## src/rtl/div_iter.sv

```systemverilog
// Iterative RV64M divide/remainder unit (DIV, DIVU, REM, REMU).
// Uses a restoring shift-subtract loop that produces one quotient bit per clock.
// Each trial subtraction goes through a single som_sub instance.
// Optional macro DIV_ZERO_FAST_EN: a zero divisor skips the iteration loop.

module som_sub #(
  parameter int W = 66
) (
  input  logic [W-1:0] i_n1,
  input  logic [W-1:0] i_n2,
  input  logic         i_sub,
  output logic [W-1:0] o_res
);

  // Shared adder/subtractor: i_sub selects i_n1 - i_n2, otherwise i_n1 + i_n2.
  always_comb begin
    o_res = i_sub ? (i_n1 - i_n2) : (i_n1 + i_n2);
  end

endmodule

module div_iter #(
  parameter int N = 64
) (
  input  logic         clk,
  input  logic         reset,
  input  logic         start,
  input  logic         kill,
  input  logic         is_signed,
  input  logic         want_rem,
  input  logic [N-1:0] dividend,
  input  logic [N-1:0] divisor,
  output logic         busy,
  output logic         done,
  output logic [N-1:0] result
);

  localparam int CW = $clog2(N + 1);

  typedef enum logic [1:0] {IDLE, CALC, FIX, DONE} state_t;

  state_t         r_state;
  state_t         w_next;
  logic [N:0]     r_rem;
  logic [N-1:0]   r_quo;
  logic [N-1:0]   r_absB;
  logic [CW-1:0]  r_cnt;
  logic           r_signQ;
  logic           r_signR;
  logic           r_wantRem;
  logic [N-1:0]   r_result;

  logic           w_accept;
  logic           w_fastZero;
  logic [N-1:0]   w_absA;
  logic [N-1:0]   w_absB;
  logic [N:0]     w_shRem;
  logic [N-1:0]   w_shQuo;
  logic [N+1:0]   w_res;
  logic           w_neg;
  logic [N-1:0]   w_quoFix;
  logic [N-1:0]   w_remFix;
  logic           w_bZero;

  assign w_accept = (r_state == IDLE) && start && !kill;

`ifdef DIV_ZERO_FAST_EN
  assign w_fastZero = (divisor == '0);
`else
  assign w_fastZero = 1'b0;
`endif

  // Operand magnitudes; negate only signed operands whose sign bit is set.
  always_comb begin
    w_absA = (is_signed && dividend[N-1]) ? (N'(0) - dividend) : dividend;
    w_absB = (is_signed && divisor[N-1])  ? (N'(0) - divisor)  : divisor;
  end

  // One restoring step: shift {rem, quo} left and trial-subtract the divisor.
  always_comb begin
    w_shRem = {r_rem[N-1:0], r_quo[N-1]};
    w_shQuo = {r_quo[N-2:0], 1'b0};
  end

  som_sub #(.W(N + 2)) u_somSub (
    .i_n1  ({1'b0, w_shRem}),
    .i_n2  ({2'b00, r_absB}),
    .i_sub (1'b1),
    .o_res (w_res)
  );

  assign w_neg = w_res[N+1];

  // Sign correction and divide-by-zero override applied after the loop.
  always_comb begin
    w_bZero  = (r_absB == '0);
    w_quoFix = r_signQ ? (N'(0) - r_quo) : r_quo;
    w_remFix = r_signR ? (N'(0) - r_rem[N-1:0]) : r_rem[N-1:0];
    if (w_bZero) begin
      w_quoFix = '1;
    end
  end

  // State register.
  always_ff @(posedge clk) begin
    if (reset) begin
      r_state <= IDLE;
    end else begin
      r_state <= w_next;
    end
  end

  // Next state plus busy/done decode; kill forces IDLE from any state.
  always_comb begin
    w_next = r_state;
    busy   = 1'b0;
    done   = 1'b0;
    case (r_state)
      IDLE: begin
        if (w_accept) begin
          w_next = w_fastZero ? FIX : CALC;
        end
      end
      CALC: begin
        busy = 1'b1;
        if (r_cnt == CW'(1)) begin
          w_next = FIX;
        end
      end
      FIX: begin
        busy   = 1'b1;
        w_next = DONE;
      end
      DONE: begin
        done   = 1'b1;
        w_next = IDLE;
      end
      default: w_next = IDLE;
    endcase
    if (kill) begin
      w_next = IDLE;
    end
  end

  // Datapath: capture on accept, iterate in CALC, and register the result in FIX.
  always_ff @(posedge clk) begin
    if (reset) begin
      r_rem     <= '0;
      r_quo     <= '0;
      r_absB    <= '0;
      r_cnt     <= '0;
      r_signQ   <= 1'b0;
      r_signR   <= 1'b0;
      r_wantRem <= 1'b0;
      r_result  <= '0;
    end else if (!kill) begin
      case (r_state)
        IDLE: begin
          if (w_accept) begin
            r_rem     <= w_fastZero ? {1'b0, w_absA} : '0;
            r_quo     <= w_absA;
            r_absB    <= w_absB;
            r_cnt     <= CW'(N);
            r_signQ   <= is_signed && (dividend[N-1] ^ divisor[N-1]);
            r_signR   <= is_signed && dividend[N-1];
            r_wantRem <= want_rem;
          end
        end
        CALC: begin
          r_cnt <= r_cnt - CW'(1);
          if (w_neg) begin
            r_rem <= w_shRem;
            r_quo <= w_shQuo;
          end else begin
            r_rem <= w_res[N:0];
            r_quo <= w_shQuo | N'(1);
          end
        end
        FIX: begin
          r_result <= r_wantRem ? w_remFix : w_quoFix;
        end
        default: ;
      endcase
    end
  end

  assign result = r_result;

endmodule

```

## config.mk

```make
export PLATFORM = sky130hd
export DESIGN_NAME = div_iter
export DESIGN_NICKNAME = d
export VERILOG_FILES = /design/src/rtl/div_iter.sv
export SDC_FILE = /design/constraint.sdc
export NUM_CORES = 1
export LEC_CHECK = 0
export BUFFER_PORTS_ARGS = -buffer_cell sky130_fd_sc_hd__buf_2
export CORE_MARGIN = 2
export CORE_UTILIZATION = 42
export CTS_CLUSTER_DIAMETER = 50
export DETAILED_ROUTE_END_ITERATION = 10
export HOLD_SLACK_MARGIN = 0.05
export PLACE_DENSITY_LB_ADDON = 0.12
export SLEW_MARGIN = 10
export SYNTH_ARGS = -nofsm -noshare
export SYNTH_HDL_FRONTEND = slang
export SYNTH_SLANG_ARGS = --single-unit
```

## constraint.sdc

```tcl
create_clock -name clk -period 4 [get_ports clk]
set_input_delay 0.4 -clock clk [delete_from_list [all_inputs] [get_ports clk]]
set_output_delay 0.4 -clock clk [all_outputs]
set_load 0.01 [all_outputs]
```

==> metrics.md <==
| Metric | Value |
|---|---|
| Ys async rst share | `0%` |
| Area delta synth->final | `14.2%` |
| Filler cell count in the final layout | `4,811` |
| Crit-path slowest cell | `or4_1` |
| DR WL/cell | `19.6 um` |
| Critical path class | `flip-flop to flip-flop` |
| Total GRT Usage | `a little over a quarter` |
| Core Region | `~0.048 sq mm` |
| CTS sink count | `268` |
| Cell variety after synth | `80` |
| Post-Synth Adder-Cell Area | `~4.7%` |
| Power Internal | `5440 uW` |
| Initial Utilization | `42.6%` |
| Hold WS | `0.0963 ns` |
| Via count of the routed design | `20,600` |
| Power density cells | `338 mW/mm^2` |
| Crit Path Max Fanout | `7` |
| Largest family of logic cells by synthesized area | `compound AO/OA/AOI/OAI gates` |
| Most frequent cell after synthesis | `nand2_1` |
| Total power | `7850 uW` |
| Max_cap viols | `0` |
| Setup violators final | `0` |
| Grt total ovfl | `0` |
| Hold path start | `reset` |
| Multi-input gate area | `about 0.014 sq mm` |
| Maximum vdd drop | `0.000239 V` |
| Reg2reg start | `r_quo[10]` |
| Syn. warnings | `0` |
| # diodes | `0` |
| Die Ht | `224 um` |
| DR pass1 iterations | `7` |
| Ports | `200` |
| Worst r2r path cells | `9` |
| RSZ-0062 raised after global routing | `no` |
| Clock power frac | `44.9%` |
| Worst path max stage delay | `0.56 ns` |
| Iteration-0 DRC Markers | `1,749` |
| Setup Fix Bufs, Post-CTS | `0` |
| CTS tree | `built` |
| Fin crit share | `roughly 90%` |
| FF-to-FF setup slack | `slightly below 0.4 ns` |
| Sw Ratio | `30.7%` |
| Via density per instance | `5.90` |
| Hold Violations, Final | `0` |
| Mux contribution to synthesized area | `1.75%` |
| CP cell instances | `or4_1 -> nor2_1 -> nand4_2 -> or3_4 -> or4_4 -> o31ai_4 -> xnor2_1 -> a221oi_2 -> a31o_1` |
| Final Slew Violations | `0` |
| Share of cells above drive strength 1 | `between 10% and 20%` |
| R2r endpoint | `result[63]` |
| CP startpoint kind | `flip-flop` |
| Post-synthesis average cell area | `7.39 sq um` |
| # hold bufs at CTS | `0` |
| Die ar. | `0.0502 sq mm` |
| Die width | `224 um` |
| Vias in the first global route | `roughly 19,000` |
| Post-synthesis xor/xnor area fraction | `12.8%` |
| WHS Endpoint | `r_signR` |
| Clk_lat worst skew | `0.57 ns` |
| RD Place Congestion | `0.956` |
| Largest net degree at the start of global routing | `95` |
| CTS buffer count | `37` |
| Layout Nets | `3,062` |
| Commonest cells post-synth | `323 x nand2_1, 268 x dfxtp_1, 238 x nor2_1, 237 x a21oi_1, 193 x o21ai_0` |
| Crit path DAT | `4.10 ns` |
| Worst Max-Slew Pin Slew | `1.16 ns` |
| Top-area cell type share of the netlist area | `about a quarter` |
| Slew HR | `22.8%` |
| Port Buffer Count | `199` |
| H-tree lvl count | `2` |
| Global-route wire length before repair | `106 mm` |
| Largest area contributor in the netlist | `dfxtp_1` |
| Cells after synthesis | `2,748` |
| Post-DRT Antenna Nets | `0` |
| Sequential share of the synthesized area | `26.4%` |
| Clk slew on worst S/H paths | `about 0.06 ns` |
| Initial antenna violation count | `0` |
| Worst path depth | `9` |
| CTS root buf | `clkbuf_16` |
| HPWL after detailed placement | `approximately 52 mm` |
| Synth area leaders | `dfxtp_1 26%, xor2_1 7.7%, nand2_1 6.0%` |
| Main synth FF type | `dfxtp_1` |
| Setup crit end kind | `flip-flop` |
| Buf/Inv on CP | `0` |
| Status | `completed` |
| Cell Area, Synth | `0.0203 sq mm` |
| Highest clock rate | `277 MHz` |
| Final setup TNS | `0 ns` |
| P_leak | `approximately 0.0093 uW` |
| Crit path time final | `roughly 3.6 ns` |
| Worst Path Required | `4.50 ns` |
| Routed wire length | `roughly 69 mm` |
| Post-CTS sizing | `0` |
| DRC | `0` |
| Placement Rows | `80` |
| Compound-gate portion of the synthesized area | `26.7%` |
| Register Area | `0.00537 sq mm` |
| Clock Tree Buf Depth | `3` |
| Sequential Power Share | `between 30% and 40%` |
| Simple-Gate Fraction of Synth Area | `22.1%` |
| P_sw | `2410 uW` |
| Yosys reg bits | `268` |
| Syn Nets | `between 2,000 and 3,000` |
| Combinational Power Share | `between 15 and 20%` |
| Final Skew | `0.0276 ns` |
| Worst hold path type | `input port to flip-flop` |
| Hold depth | `2` |
| Top delay family on crit path | `simple AND/OR/NAND/NOR gates` |
| EDFF count, synth | `0` |
## per-stage QoR
stage / instances / utilization, % / worst slack (ns) / area (sq um)
2_1_floorplan: 2748 / - / 0.885 / 20300
3_5_place_dp: 3429 / 45.8 / 0.279 / 21900
4_1_cts: 3495 / 48.6 / 0.420 / 23200
5_1_grt: 3495 / 48.6 / 0.0806 / 23200
6_report: 3495 / 48.6 / 0.394 / 23200
3_3_place_gp: 3429 / 45.8 / 0.412 / 21900
## final cells by class
cell class / count / area share [%]
Tap cell: 615 / 3.32
Clock inverter: 22 / 1.37
Sequential cell: 268 / 23.1
Inverter: 116 / 1.88
Multi-Input combinational cell: 2179 / 59.8
Clock buffer: 44 / 4.32
Timing Repair Buffer: 251 / 6.22
## metal layers
| metal | part of all wire, % | vias up | track usage, % |
|---|---|---|---|
| li1 | - | 10100 | - |
| met1 | 48 | 9711 | 38.7 |
| met2 | 43 | 678 | 40.8 |
| met3 | 6.4 | 97 | 3.28 |
| met4 | 2.5 | 0 | 7.78 |
| met5 | 0 | - | 0 |
## worst max-delay path by stage
stage	from	endpoint	slack, ns
final	r_quo[10]	result[63]	0.39
after detailed placement	divisor[16]	r_absB[58]	0.28
after CTS	r_quo[10]	result[63]	0.42
after floorplan	r_rem[7]	r_rem[33]	0.89
after global placement	r_absB[63]	result[15]	0.41
after global routing	r_absB[0]	r_rem[60]	0.08
## worst register-to-register path, stage by stage, from the launching register on
cell and delay (ns):
dfxtp_1 0.37, or4_1 0.56, nor2_1 0.32, nand4_2 0.29, or3_4 0.44, or4_4 0.47, o31ai_4 0.35, xnor2_1 0.25
a221oi_2 0.36, a31o_1 0.14
## kinds of logic after synthesis
kind of cell,after synthesis
adder cells (fa/ha/maj),75
flip-flops,268
multiplexers,35
AO/OA/AOI/OAI,846
AND/OR/NAND/NOR,925
XOR/XNOR,298
buffers and inverters,301
## power groups by stage
stage,logic [uW],registers [uW],clock network [uW]
after floorplan,998,2890,0
after global placement,1410,2940,0
after detailed placement,1420,2940,0
after CTS,1430,2890,3590
after global routing,1590,2900,3690
final,1440,2890,3520
## cells in the final DEF (no fill, tap or decap), types with 41 or more instances in the layout
cell	instances
a211oi_1	48
a21o_1	41
a21oi_1	237
a221oi_1	60
a31oi_1	58
buf_2	198
buf_4	48
dfxtp_1	265
ha_1	73
inv_1	116
nand2_1	323
nand3_1	74
nor2_1	235
nor3_1	44
nor4_1	44
o21ai_0	193
o31ai_1	55
xnor2_1	120
xor2_1	178
## registers in the layout (all words and copies together) (netlist names)
register	count
r_absB	64
r_cnt	7
r_quo	64
r_rem	64
r_signQ	1
r_signR	1
r_state	2
r_wantRem	1
result	64
Note: power is estimated with default switching activity, not from simulation.
